===== src/rtl/bcd_seq_ctrl.sv =====
// Sequential BCD-to-binary converter: one digit per cycle, MSD first, with a
// valid/ready request and response handshake. Define BCD_SEQ_GRAY_EN to build
// the GRAY state and a registered Gray-code output.
module bcd_seq_ctrl #(
  parameter int NDIG  = 3,
  parameter int BIN_W = 10
) (
  input  logic              clk_i,
  input  logic              rst_ni,
  input  logic              req_valid_i,
  output logic              req_ready_o,
  input  logic [4*NDIG-1:0] req_bcd_i,
  output logic              rsp_valid_o,
  input  logic              rsp_ready_i,
  output logic [BIN_W-1:0]  rsp_bin_o,
  output logic [BIN_W-1:0]  rsp_gray_o,
  output logic              rsp_err_o,
  output logic              busy_o
);

`ifdef BCD_SEQ_GRAY_EN
  typedef enum logic [1:0] {IDLE, CONV, GRAY, RESP} state_t;
`else
  typedef enum logic [1:0] {IDLE, CONV, RESP} state_t;
`endif

  localparam logic [1:0] LastCnt = 2'(NDIG - 1);

  state_t            state_q;
  logic [4*NDIG-1:0] bcd_q;
  logic [BIN_W-1:0]  acc_q;
  logic [BIN_W-1:0]  acc_next;
  logic [1:0]        cnt_q;
  logic [1:0]        dig_idx;
  logic [3:0]        digit;
  logic              err_q;
  logic              err_next;

`ifdef BCD_SEQ_GRAY_EN
  logic [BIN_W-1:0]  gray_q;
  assign rsp_gray_o = gray_q;
`else
  assign rsp_gray_o = '0;
`endif

  // The counter runs 0..NDIG-1 while digits are consumed from the top down.
  // Modular BIN_W arithmetic gives the same result as a wide sum truncated.
  always_comb begin
    dig_idx = LastCnt - cnt_q;
    digit   = '0;
    for (int i = 0; i < NDIG; i++) begin
      if (dig_idx == 2'(i)) digit = bcd_q[4*i +: 4];
    end
    acc_next = acc_q * BIN_W'(10) + BIN_W'(digit);
    err_next = err_q | (digit > 4'd9);
  end

  always_ff @(posedge clk_i) begin
    if (!rst_ni) begin
      state_q     <= IDLE;
      bcd_q       <= '0;
      acc_q       <= '0;
      cnt_q       <= '0;
      err_q       <= 1'b0;
      req_ready_o <= 1'b1;
      busy_o      <= 1'b0;
      rsp_valid_o <= 1'b0;
      rsp_bin_o   <= '0;
      rsp_err_o   <= 1'b0;
`ifdef BCD_SEQ_GRAY_EN
      gray_q      <= '0;
`endif
    end else begin
      case (state_q)
        IDLE: begin
          if (req_valid_i && req_ready_o) begin
            bcd_q       <= req_bcd_i;
            acc_q       <= '0;
            cnt_q       <= '0;
            err_q       <= 1'b0;
            req_ready_o <= 1'b0;
            busy_o      <= 1'b1;
            state_q     <= CONV;
          end
        end
        CONV: begin
          acc_q <= acc_next;
          err_q <= err_next;
          if (cnt_q == LastCnt) begin
            cnt_q <= '0;
`ifdef BCD_SEQ_GRAY_EN
            state_q <= GRAY;
`else
            state_q     <= RESP;
            rsp_valid_o <= 1'b1;
            rsp_bin_o   <= err_next ? '0 : acc_next;
            rsp_err_o   <= err_next;
`endif
          end else begin
            cnt_q <= cnt_q + 2'd1;
          end
        end
`ifdef BCD_SEQ_GRAY_EN
        GRAY: begin
          state_q     <= RESP;
          rsp_valid_o <= 1'b1;
          rsp_bin_o   <= err_q ? '0 : acc_q;
          gray_q      <= err_q ? '0 : (acc_q ^ (acc_q >> 1));
          rsp_err_o   <= err_q;
        end
`endif
        RESP: begin
          // Payload is held until taken, then cleared so it reads 0 when idle.
          if (rsp_ready_i) begin
            state_q     <= IDLE;
            rsp_valid_o <= 1'b0;
            rsp_bin_o   <= '0;
            rsp_err_o   <= 1'b0;
`ifdef BCD_SEQ_GRAY_EN
            gray_q      <= '0;
`endif
            req_ready_o <= 1'b1;
            busy_o      <= 1'b0;
          end
        end
        default: state_q <= IDLE;
      endcase
    end
  end

endmodule


===== config.mk =====
export PLATFORM = sky130hd
export DESIGN_NAME = bcd_seq_ctrl
export DESIGN_NICKNAME = d
export VERILOG_FILES = /design/src/rtl/bcd_seq_ctrl.sv
export SDC_FILE = /design/constraint.sdc
export NUM_CORES = 1
export LEC_CHECK = 0
export BUFFER_PORTS_ARGS = -buffer_cell sky130_fd_sc_hd__buf_4
export CAP_MARGIN = 20
export CELL_PAD_IN_SITES_DETAIL_PLACEMENT = 1
export CELL_PAD_IN_SITES_GLOBAL_PLACEMENT = 2
export CORE_ASPECT_RATIO = 1.2
export CORE_MARGIN = 2
export CORE_UTILIZATION = 35
export DETAILED_ROUTE_END_ITERATION = 12
export GPL_TIMING_DRIVEN = 0
export MAX_ROUTING_LAYER = met4
export PLACE_DENSITY = 0.79
export SLEW_MARGIN = 20
export SYNTH_ARGS = -nofsm -noshare
export SYNTH_HDL_FRONTEND = slang
export SYNTH_SLANG_ARGS = --single-unit

===== constraint.sdc =====
create_clock -name clk_i -period 4.9 [get_ports clk_i]
set_clock_uncertainty 0.2 [all_clocks]
set_input_delay 0.245 -clock clk_i [delete_from_list [all_inputs] [get_ports clk_i]]
set_output_delay 0.245 -clock clk_i [all_outputs]
set_load 0.02 [all_outputs]

Word level (Yosys, flattened, before mapping)
Cells that the tools add are included.
W data, S select, Z words.
- bitwise logic cells: 1
- multiply operators: 1
- add/sub/neg operators: 3
- multiplexer cells: 27
- equality and inequality tests: 8
- reductions and logical operators: 11
- magnitude comparators: 1
- operators with widths (cell ; count):
    $mux W10 ; 4
    $pmux W10 S2 ; 2
    $mux W4 ; 3
    $add A10 B4 Y10 ; 1
    $mul A10 B3 Y9 const B ; 1
    $mux W2 ; 5
    $pmux W1 S2 ; 5
    $reduce_and A3 Y1 ; 3
    $eq A2 B2 Y1 const B ; 3
    $mux W1 ; 6
    $ne A2 B2 Y1 const B ; 3
    $pmux W2 S3 ; 1
    $reduce_bool A2 Y1 ; 3
    $eq A2 B1 Y1 const B ; 2
    $gt A4 B4 Y1 const B ; 1
    $logic_not A2 Y1 ; 2
    $pmux W2 S2 ; 1
    $reduce_and A2 Y1 ; 2
    $add A2 B1 Y2 const B ; 1
    $sub A2 B2 Y2 const A ; 1
    $logic_and A1 B1 Y1 ; 1
    $or A1 B1 Y1 ; 1
- logic and storage cells: 62
- input port bits: 16
- output and inout port bits: 24
- register bits after elaboration: 41

Logic depth before layout (Yosys ltp)
Gate-level depths: netlist of the first run.
- depth after elaboration: 10
- gate-level depth with buffers: 13
- mapped depth without buffers: 12

Worst setup path before layout of the first run
OpenSTA, ideal clock, no wires.
- kind: register to register
- from: reg cnt_q[0]
- to: reg acc_q[7]
- required time: 4624 ps
- stages on the path, launching flop included: 14
- data arrival time: 2347 ps
- period minus slack after synthesis: 2623 ps
- path buffers: 1
- slack: 2277 ps
- path through: dfxtp_1 buf_6 mux2i_1 or2_2 nand2_1 ha_1 inv_1 fa_1 nor2b_1 o21ai_0 nor3b_1 xor2_1 nand2_1 a21boi_0
- cells in the longest elaborated chain, start to end: 7
- elaborated cells on any way between the ends: 9
- classes of those cells: add/sub: 2; eq/ne: 2; mux: 4; reduce/logical: 1
- RTL lines (what ; line ; source):
    start: declaration ; 33 ; logic [1:0] cnt_q;
    start signal: assignment ; 100 ; cnt_q <= cnt_q + 2'd1;
    $sub A2 B2 Y2 * ; 49 ; dig_idx = LastCnt - cnt_q;
    $logic_not A2 Y1 ; 52 ; if (dig_idx == 2'(i)) digit = bcd_q[4*i +: 4];
    $mux W4 (2 in a row) ; 52 ;
    $mux W4 * ; 52 ;
    $add A10 B4 Y10 * ; 54 ; acc_next = acc_q * BIN_W'(10) + BIN_W'(digit);
    $pmux W10 S2 * ; 74 ; case (state_q)
    end signal: assignment ; 87 ; acc_q <= acc_next;
    end: declaration ; 31 ; logic [BIN_W-1:0] acc_q;
Every way passes the cells marked *; elsewhere a longest branch is shown, timed or not.
A chain may end at the register's enable or synchronous reset.

Worst setup path in the final report of the first run
- from: reg cnt_q[1]
- to: reg acc_q[7]
Same word-level chain as after synthesis.

==> summary by stage, run 1 <==
Final layout
At the end of the flow, the number of nets in the layout was 329. The filler cells instantiated in the layout total 748. The most common library cell in the layout ignoring fill and taps is sky130_fd_sc_hd__nand2_1. The antenna diode count is 0. The area growth from synthesis to layout is 25.98%. The share of post-route cells with drive strength above 1 is 0.1779.

The post-layout instance count excluding filler cells is 380. The area taken by flip-flops and latches is 800.8 µm². Summing all multi-input logic gate instances after layout gives 1227 µm².

At the end of the flow the core is filled with cells to 0.4510. The library cells used most frequently in the layout, excluding fill and tap cells, are sky130_fd_sc_hd__nand2_1, sky130_fd_sc_hd__dfxtp_1, sky130_fd_sc_hd__buf_4.

Route
The number of vias in the routed layout is 1822. The detailed router finished its first iteration with 49 violations. After detailed routing, the total wire length is 5451 µm.

After detailed routing, the average wire length per cell comes to 14.34 µm. Once detail routing completed, the nets flagged for antenna violations numbered 0. In the routed layout, each cell is associated on average with a via count of 4.795. After detailed routing, the number of remaining DRC violations is 0. The first-pass detailed-route iteration total is 4.

Timing
The accumulated negative setup slack is 0 ns. The final count of hold timing violations was 0. The minimum clock period is 3.066 ns.

Setup violations remaining at the end of the flow were counted as 0. The final count of pins violating max slew is 0. The maximum clock frequency is 326.2 MHz. The slew at the pin closest to its max-slew limit is 0.5594 ns.

The relative slew slack is 0.6271. In the finished design, the share of the clock period the worst path needs comes to 0.6257. Setup repair after global routing left no endpoint under its margin.

Floorplan
The row count is 31. In this run the vertical extent of the chip is 89.62 µm. The die covers 6753 µm². The initial core utilization is 0.3580. The number of I/O pins is 40. The total area inside the core boundary comes to 5973 µm². From left edge to right edge, the die measures 75.35 µm.

Clock tree
The clock-pin slew of the registers on the worst-case setup and hold paths is 0.09 ns. The source-to-sink clock delay at the later pin of the worst-skew pair is 0.31 ns. The number of setup buffers added after CTS is 0.

The number of clock buffers added by TritonCTS is 5. Post-CTS repair changed the size of 0 cells. The H-tree was split into 2 levels. Counting every sink on the clock net gives 40.

In this run the deepest clock path goes through 2 buffers. The root buffer cell is sky130_fd_sc_hd__clkbuf_8. The clock tree from TritonCTS is yes.

Power and ir drop
For this design the static power due to leakage is 1.141 nW. Power spread over the standard cell area amounts to 275.9 nW/µm². Across the VDD grid, the largest voltage drop is 0.0001639 V.

Synth
After synthesis the netlist holds a flip-flop and latch count of 40. Counting distinct cell types in the post-synthesis netlist gives 38. The number of warnings issued by yosys is 0. The most used flip-flop cell after synthesis is sky130_fd_sc_hd__dfxtp_1. The basic-gate share of the synthesized area counting and, or, nand and nor cells is 0.2001. Of the total synthesized cell area, the portion taken by XOR and XNOR cells is 0.04915.

Of all flip-flops after synthesis, the portion carrying an async set or reset was 0. The mean post-synth cell area is 8.764 µm². The synthesized-area fraction occupied by ao, oa, aoi and oai cells is 0.1878. The fraction of synthesized area in multiplexers is 0.01872. Yosys mapped a number of flops with a built-in enable equal to 0. The netlist area before placement is 2138 µm². Of the total synthesized cell area, the portion taken by full adders, half adders and majority gates is 0.1006. The post-synthesis sequential area ratio is 0.3745.

After technology mapping, the gate count stands at 244. After synthesis, the largest family of logic cells by area is simple AND/OR/NAND/NOR gates.

Setup path
The depth of the worst register-to-register path is 12. Data on the critical path is required at its endpoint by 4.94 ns. In this run the worst setup path begins at cnt_q[1]$_SDFFE_PN0P_.

The worst register-to-register path begins at cnt_q[1]$_SDFFE_PN0P_. The critical path in this run is classified as reg -> reg. The startpoint kind of the worst setup timing path is a flip-flop.

STA classifies the critical path endpoint as a flip-flop. Of all nets on the critical path, the largest fanout is 8. Data arrives at the worst endpoint at 3.11 ns.

Placement
Counting tap cells, the placed design contains a total of 364 instances. Once detailed placement completed, the half-perimeter wirelength came to 4144 µm. During placement, the flow inserted port buffers numbering 29. At the end of routability-driven placement, the weighted congestion stood at 0.7397.

Worst hold path
The count of cells along the worst hold path is 3. The worst min-delay path startpoint is req_bcd_i[11]. The type of the worst min-delay path is in -> reg.

Global routing
The final global-route overflow total is 0. The global routing usage summed across all routing layers is 0.1795. The number of antenna violations at the first check in global routing is 0. The first-pass GRT wire length is 8611 µm. Entering global routing, the biggest net connects 14 pins. The via count of the first global-routing pass is 1821.

Run status
The run finished with clean final reports.

Job
The tool flagged a number of max-cap violations equal to 0.
==> flip-flops by register name (all words and copies together), names as in the netlist <==
register     count
rsp_bin_o       10
busy_o           1
err_q            1
rsp_valid_o      1
req_ready_o      1
state_q          2
cnt_q            2
acc_q            9
bcd_q           12
rsp_err_o        1
==> kinds of logic after synthesis <==
kind of cell | count (synthesis)
compound gates | 58
xor+xnor | 12
fa+ha+maj | 16
buf+inv | 26
flops | 40
mux | 4
other cells | 1
simple gates | 87
==> layer usage <==
metal  share of wire  GRT usage
met1            0.42     0.1990
met2            0.54     0.3162
met5               0          -
met3           0.022    0.03348
met4           0.016    0.06699
==> power by group <==
group          internal [mW]  switching, mW
Combinational         0.0463         0.0611
Sequential             0.336        0.00763
Clock                  0.167          0.125
==> what timing repair did <==
item                                   CTS  global route
hold buffers                             8             0
setup endpoints to repair                0             0
endpoints found under the hold margin    8             0
==> critical path, stage by stage, from the launching register on <==
cell and delay, ns:
sky130_fd_sc_hd__dfxtp_1 0.48, sky130_fd_sc_hd__nor2b_2 0.35, sky130_fd_sc_hd__nand2_1 0.11, sky130_fd_sc_hd__nand2_1 0.09, sky130_fd_sc_hd__ha_1 0.16, sky130_fd_sc_hd__inv_1 0.06, sky130_fd_sc_hd__fa_1 0.44, sky130_fd_sc_hd__nor2b_1 0.12
sky130_fd_sc_hd__o21ai_0 0.12, sky130_fd_sc_hd__nor3b_1 0.35, sky130_fd_sc_hd__xor2_1 0.28, sky130_fd_sc_hd__nand2_1 0.08, sky130_fd_sc_hd__a21boi_0 0.16
==> cell usage after synthesis (all sizes together), types with 3 or more instances <==
cell | count | area, µm²
nand2 | 44 | 165.2
dfxtp | 40 | 800.8
a21boi | 22 | 165.2
ha | 14 | 175.2
nand3 | 13 | 65.06
buf | 11 | 86.33
nor2b | 11 | 71.32
clkbuf | 10 | 38.78
o21ai | 9 | 45.04
xnor2 | 9 | 78.83
a22oi | 8 | 60.06
a21oi | 7 | 35.03
inv | 5 | 18.77
and2 | 4 | 25.02
mux2i | 4 | 40.04
nor3b | 4 | 30.03
a21o | 3 | 22.52
nor2 | 3 | 11.26
nor3 | 3 | 26.28
o21a | 3 | 22.52
xor2 | 3 | 26.28
==> final timing paths <==
check / to / slack [ns]
setup / recovery: acc_q[7]$_SDFFE_PN0P_ / 1.83
hold / removal: bcd_q[11]$_SDFFE_PN0P_ / 0.007
setup reg to reg: acc_q[7]$_SDFFE_PN0P_ / 1.83
hold reg to reg: rsp_bin_o[9]$_SDFFE_PN0P_ / 0.26
==> cell type report <==
| class | count | area share |
|---|---|---|
| multi-input combinational | 187 | 0.4556 |
| buffer | 21 | 0.04645 |
| clock inverter | 2 | 0.01440 |
| timing repair buffer | 37 | 0.1105 |
| inverter | 5 | 0.006967 |
| clock buffer | 6 | 0.03065 |
| tap | 82 | 0.03809 |
| sequential | 40 | 0.2973 |
==> metrics by stage <==
step,setup slack [ns],hold WS [ns],power [mW],instance area (µm²)
floorplan,2.277,0.1849,0.4192,2172
global placement,1.883,0.2450,0.4534,2492
detailed placement,1.858,0.2575,0.4550,2492
CTS,1.814,0.002697,0.7542,2694
global route,1.577,0.01796,0.7799,2694
finish,1.834,0.007177,0.7433,2694
No activity file was read; power rests on OpenSTA's default activity.
==> run 2, diff against run 1 <==
--- a/config.mk
+++ b/config.mk
@@ -5,17 +5,18 @@
 export SDC_FILE = /design/constraint.sdc
 export NUM_CORES = 1
 export LEC_CHECK = 0
+export ABC_AREA = 1
 export BUFFER_PORTS_ARGS = -buffer_cell sky130_fd_sc_hd__buf_4
 export CAP_MARGIN = 20
 export CELL_PAD_IN_SITES_DETAIL_PLACEMENT = 1
 export CELL_PAD_IN_SITES_GLOBAL_PLACEMENT = 2
 export CORE_ASPECT_RATIO = 1.2
 export CORE_MARGIN = 2
-export CORE_UTILIZATION = 35
+export CORE_UTILIZATION = 31
 export DETAILED_ROUTE_END_ITERATION = 12
 export GPL_TIMING_DRIVEN = 0
 export MAX_ROUTING_LAYER = met4
-export PLACE_DENSITY = 0.79
+export PLACE_DENSITY = 0.76
 export SLEW_MARGIN = 20
 export SYNTH_ARGS = -nofsm -noshare
 export SYNTH_HDL_FRONTEND = slang
==> constraint.sdc (replaced) <==
create_clock -name clk_i -period 3 [get_ports clk_i]
set_clock_uncertainty 0.2 [all_clocks]
set_input_delay 0.15 -clock clk_i [delete_from_list [all_inputs] [get_ports clk_i]]
set_output_delay 0.15 -clock clk_i [all_outputs]
set_load 0.02 [all_outputs]
==> summary by stage, run 2 <==
Power and ir drop
The net switching power was 420.4 µW (+120%). The static power due to leakage is 1.364 nW (+20%). The switching share of power was 0.3035 (+0.04242). The maximum vdd ir drop is 0.0001981 V (+21%). The share of total power in the clock network is 0.342 (-0.051).

The internal power of the cells is 964.8 µW (+76%). The fraction of power consumed by sequential logic was 0.425 (-0.038). The power per standard cell area is 481.4 nW/µm² (+74%).

The part of the power in combinational logic was 0.233 (+0.089).

Setup path
On the critical path, the stage with the largest delay is an instance of sky130_fd_sc_hd__fa_1. Counting stages on the worst path, the most repeated cell is sky130_fd_sc_hd__nand2_1. In this run the worst setup path begins at cnt_q[0]$_SDFFE_PN0P_. The critical path in this run is classified as reg -> reg. The highest net fanout along the worst path is 5 (-3). The arrival time at the worst endpoint is 2.55 ns (-0.56 ns). STA classifies the critical path startpoint as a flip-flop. The data required time at the worst endpoint came to 2.98 ns (-1.96 ns).

The critical path's largest stage delay is 0.43 ns (-0.05 ns). Among cell families on the critical path, the largest total delay comes from simple AND/OR/NAND/NOR gates. The kind of end point of the critical path is a flip-flop. The buffers plus inverters on the worst setup path is 5 (+4). The worst register-to-register path begins at cnt_q[0]$_SDFFE_PN0P_.

Traced cell by cell, the critical path runs through inv_2, nand2_4, inv_4, nand2_1, nand2_1, inv_1, ha_1, inv_1, fa_1, inv_1, nand3_1, nand2_1, nand2_1, nor2_2, nand2_1, nor2_1, nand2_1, nand3_2, a21oi_2.

Global routing
The largest net degree at the start of global routing came to 14 (unchanged). The first-pass GRT wire length is 9611 µm (+12%). The number of antenna violations at the first check in global routing came to 0 (unchanged). The global routing usage summed across all routing layers is 0.1564 (-0.02313). The via count of the first global-routing pass is 2189 (+20%). The final global-route overflow total came to 0 (unchanged).

Worst hold path
The worst hold path belongs to the class in -> reg. The worst min-delay path startpoint is req_valid_i.

Clock tree
The number of levels in the clock H-tree was 2 (unchanged). The sink count of the clock tree was 40 (unchanged). The number of setup buffers added after CTS is 0 (unchanged). The number of CTS-inserted buffers is 5 (unchanged). The source-to-sink clock delay at the later pin of the worst-skew pair came to 0.30 ns (about the same).

The clock-pin slew of the registers on the worst-case setup and hold paths is 0.08 ns (about the same). The maximum clock path buffer count is 2 (unchanged). The clock tree from TritonCTS is yes. The tree is rooted in a sky130_fd_sc_hd__clkbuf_8.

Synth
The most used flip-flop cell after synthesis is sky130_fd_sc_hd__dfxtp_1. The share of the synthesized area in the top cell type is 0.3581 (-0.01635). The number of instances in the synthesized netlist is 318 (+30%). The netlist area before placement is 2236 µm² (+4.6%).

The most frequent cell after synthesis is sky130_fd_sc_hd__nand2_1. The post-synthesis sequential area ratio is 0.3581 (-0.01635). The post-synthesis register bit count came to 40 (unchanged). The async set-reset flop share out of synthesis is 0 (unchanged). The number of warnings issued by yosys was 0 (unchanged).

The distinct cell type count after synthesis is 33 (-13%). The count of flip-flops with a built-in enable after synthesis is 0 (unchanged). In the post-synthesis netlist, the biggest area contributors are sky130_fd_sc_hd__dfxtp_1, sky130_fd_sc_hd__nand2_1, sky130_fd_sc_hd__ha_1, sky130_fd_sc_hd__a21oi_1, sky130_fd_sc_hd__inv_1.

Sorting the synthesized cells by how often they occur yields sky130_fd_sc_hd__nand2_1, sky130_fd_sc_hd__dfxtp_1, sky130_fd_sc_hd__inv_1. The most area-hungry cell type in the Yosys netlist is sky130_fd_sc_hd__dfxtp_1. The mean post-synth cell area is 7.031 µm² (-20%).

Timing
Setup repair after global routing left no endpoint under its margin. The relative slew slack is 0.6486 (+0.02147). The accumulated negative setup slack was 0 ns (unchanged). The maximum clock frequency is 388.5 MHz (+19%). The final count of hold timing violations is 0 (unchanged). The final worst slack is 0.4262 ns (-1.408 ns). The final worst-path cycle share was 0.8579 (+0.2323). The final count of pins violating max slew is 0 (unchanged). The minimum clock period was 2.574 ns (-0.4920 ns).

The number of failing setup endpoints in the final timing report came to 0 (unchanged). The slew at the pin closest to its max-slew limit is 0.5272 ns (-0.03221 ns).

Floorplan
The row count is 33 (+6.5%). The core outline area is 6895 µm² (+15%). The initial core utilization is 0.3243 (-0.03372). The number of I/O pins is 40 (unchanged). The horizontal die dimension came to 81.53 µm (+8.2%).

The vertical die dimension is 97.03 µm (+8.3%). The die outline area was 7910 µm² (+17%).

Route
The number of vias in the routed layout is 2099 (+15%). The final routed wire length divided by cell count is 11.74 µm (-18%). The average vias per placed instance is 4.495 (-6.3%). The number of remaining DRC errors is 0 (unchanged). The final antenna-violating net count is 0 (unchanged).

The final wirelength is 5483 µm (+0.59%). The first-pass detailed-route iteration total came to 4 (unchanged). The number of DRC violations after detailed-routing iteration 0 came to 69 (+41%).

Final layout
The area growth from synthesis to final layout is 28.71%. The register with the most flip-flops is bcd_q. The top cell types in the final layout, fill and taps aside, are sky130_fd_sc_hd__nand2_1, sky130_fd_sc_hd__dfxtp_1, sky130_fd_sc_hd__buf_4.

The number of nets in the layout was 411 (+25%). The largest registers in the layout are bcd_q: 12 flops, rsp_bin_o: 10 flops, acc_q: 9 flops. The antenna diode count is 0 (unchanged). The area taken by flip-flops and latches was 800.8 µm² (unchanged). The share of post-route cells with drive strength above 1 is 0.1816 (+0.003727). The layout filler cell count came to 894 (+20%). The area of the multi-input gates is 1204 µm² (-1.9%). The flip-flop count of the largest register, all copies and words added is 12 (unchanged). The final instance area was 2878 µm² (+6.8%). The most common library cell in the layout ignoring fill and taps is sky130_fd_sc_hd__nand2_1.

Placement
The placed instance area was 2596 µm² (+4.2%). The placer's final routability congestion estimate is 0.7491 (+1.3%). The worst setup slack before clock tree synthesis is 0.3993 ns (-1.459 ns). The number of I/O port buffers was 29 (unchanged). The post-detailed-placement half-perimeter wirelength is 4351 µm (+5.0%).

Job
The max-cap check violation count is 0 (unchanged).

Run status
The flow ran to the end, and the final reports show no timing, DRC or antenna violations.
[run 2: cell types whose count changed after synthesis, moves of 8 or more]
cell	previous run	this run
sky130_fd_sc_hd__nand2_1	44	96
sky130_fd_sc_hd__inv_1	5	32
sky130_fd_sc_hd__nor2_1	3	29
sky130_fd_sc_hd__a21boi_0	21	0
sky130_fd_sc_hd__a21oi_1	7	27
sky130_fd_sc_hd__nor2b_1	10	0
sky130_fd_sc_hd__a22oi_1	8	0
[run 2: repair_timing]
item                                   CTS  global route
endpoints found under the hold margin   13             0
gates resized for setup                  0             0
hold buffers                            16             0
[run 2: path summary, 6_finish.rpt]
kind	end	slack (ns)	cells past startpoint
hold / removal	bcd_q[4]$_SDFFE_PN0P_	0.16	5
hold reg to reg	bcd_q[9]$_SDFFE_PN0P_	0.26	2
setup reg to reg	rsp_bin_o[9]$_SDFFE_PN0P_	0.43	19
setup / recovery	rsp_bin_o[9]$_SDFFE_PN0P_	0.43	19
[run 2: layout make-up]
type,instances,share of cell area
Multi-Input combinational cell,230,0.4183
Sequential cell,40,0.2783
Timing Repair Buffer,45,0.1313
Inverter,39,0.05174
Buffer,18,0.04043
Tap cell,87,0.03783
Clock buffer,6,0.02870
Clock inverter,2,0.01348
[run 2: power by group through the flow]
stage | Combinational, mW | Clock, mW | Sequential (mW)
2_1_floorplan | 0.221 | 0 | 0.601
3_3_place_gp | 0.308 | 0 | 0.602
3_5_place_dp | 0.313 | 0 | 0.602
4_1_cts | 0.332 | 0.492 | 0.590
5_1_grt | 0.372 | 0.519 | 0.595
6_report | 0.323 | 0.474 | 0.589
[run 2: cells by family after synthesis]
logic type,share of synthesized area
fa+ha+maj,0.09625
compound gates,0.1063
other cells,0.001677
buf+inv,0.1186
flops,0.3581
xor+xnor,0.01959
simple gates,0.2994
[run 2: per-layer routing]
metal / vias to the layer above / wire length (µm) / GRT usage
met1: 970 / 2250 / 0.1689
met2: 19 / 3057 / 0.2881
met4: 0 / 71 / 0.04302
li1: 1102 / - / -
met3: 8 / 103 / 0.02239
met5: - / 0 / -
[run 2: stage by stage]
stage	hold WS, ns	instances	total power [mW]	utilization
global placement	0.1688	443	0.9096	0.3765
global route	0.1941	467	1.486	0.4173
floorplan	0.08490	327	0.8217	-
detailed placement	0.1789	443	0.9153	0.3765
finish	0.1639	467	1.385	0.4173
CTS	0.1760	467	1.414	0.4173
[run 2: worst min-delay path: cells and delay by family]
kind                   cells  cell delay, ns
AO/OA/AOI/OAI              1            0.15
buffers and inverters      1            0.11
AND/OR/NAND/NOR            3            0.22
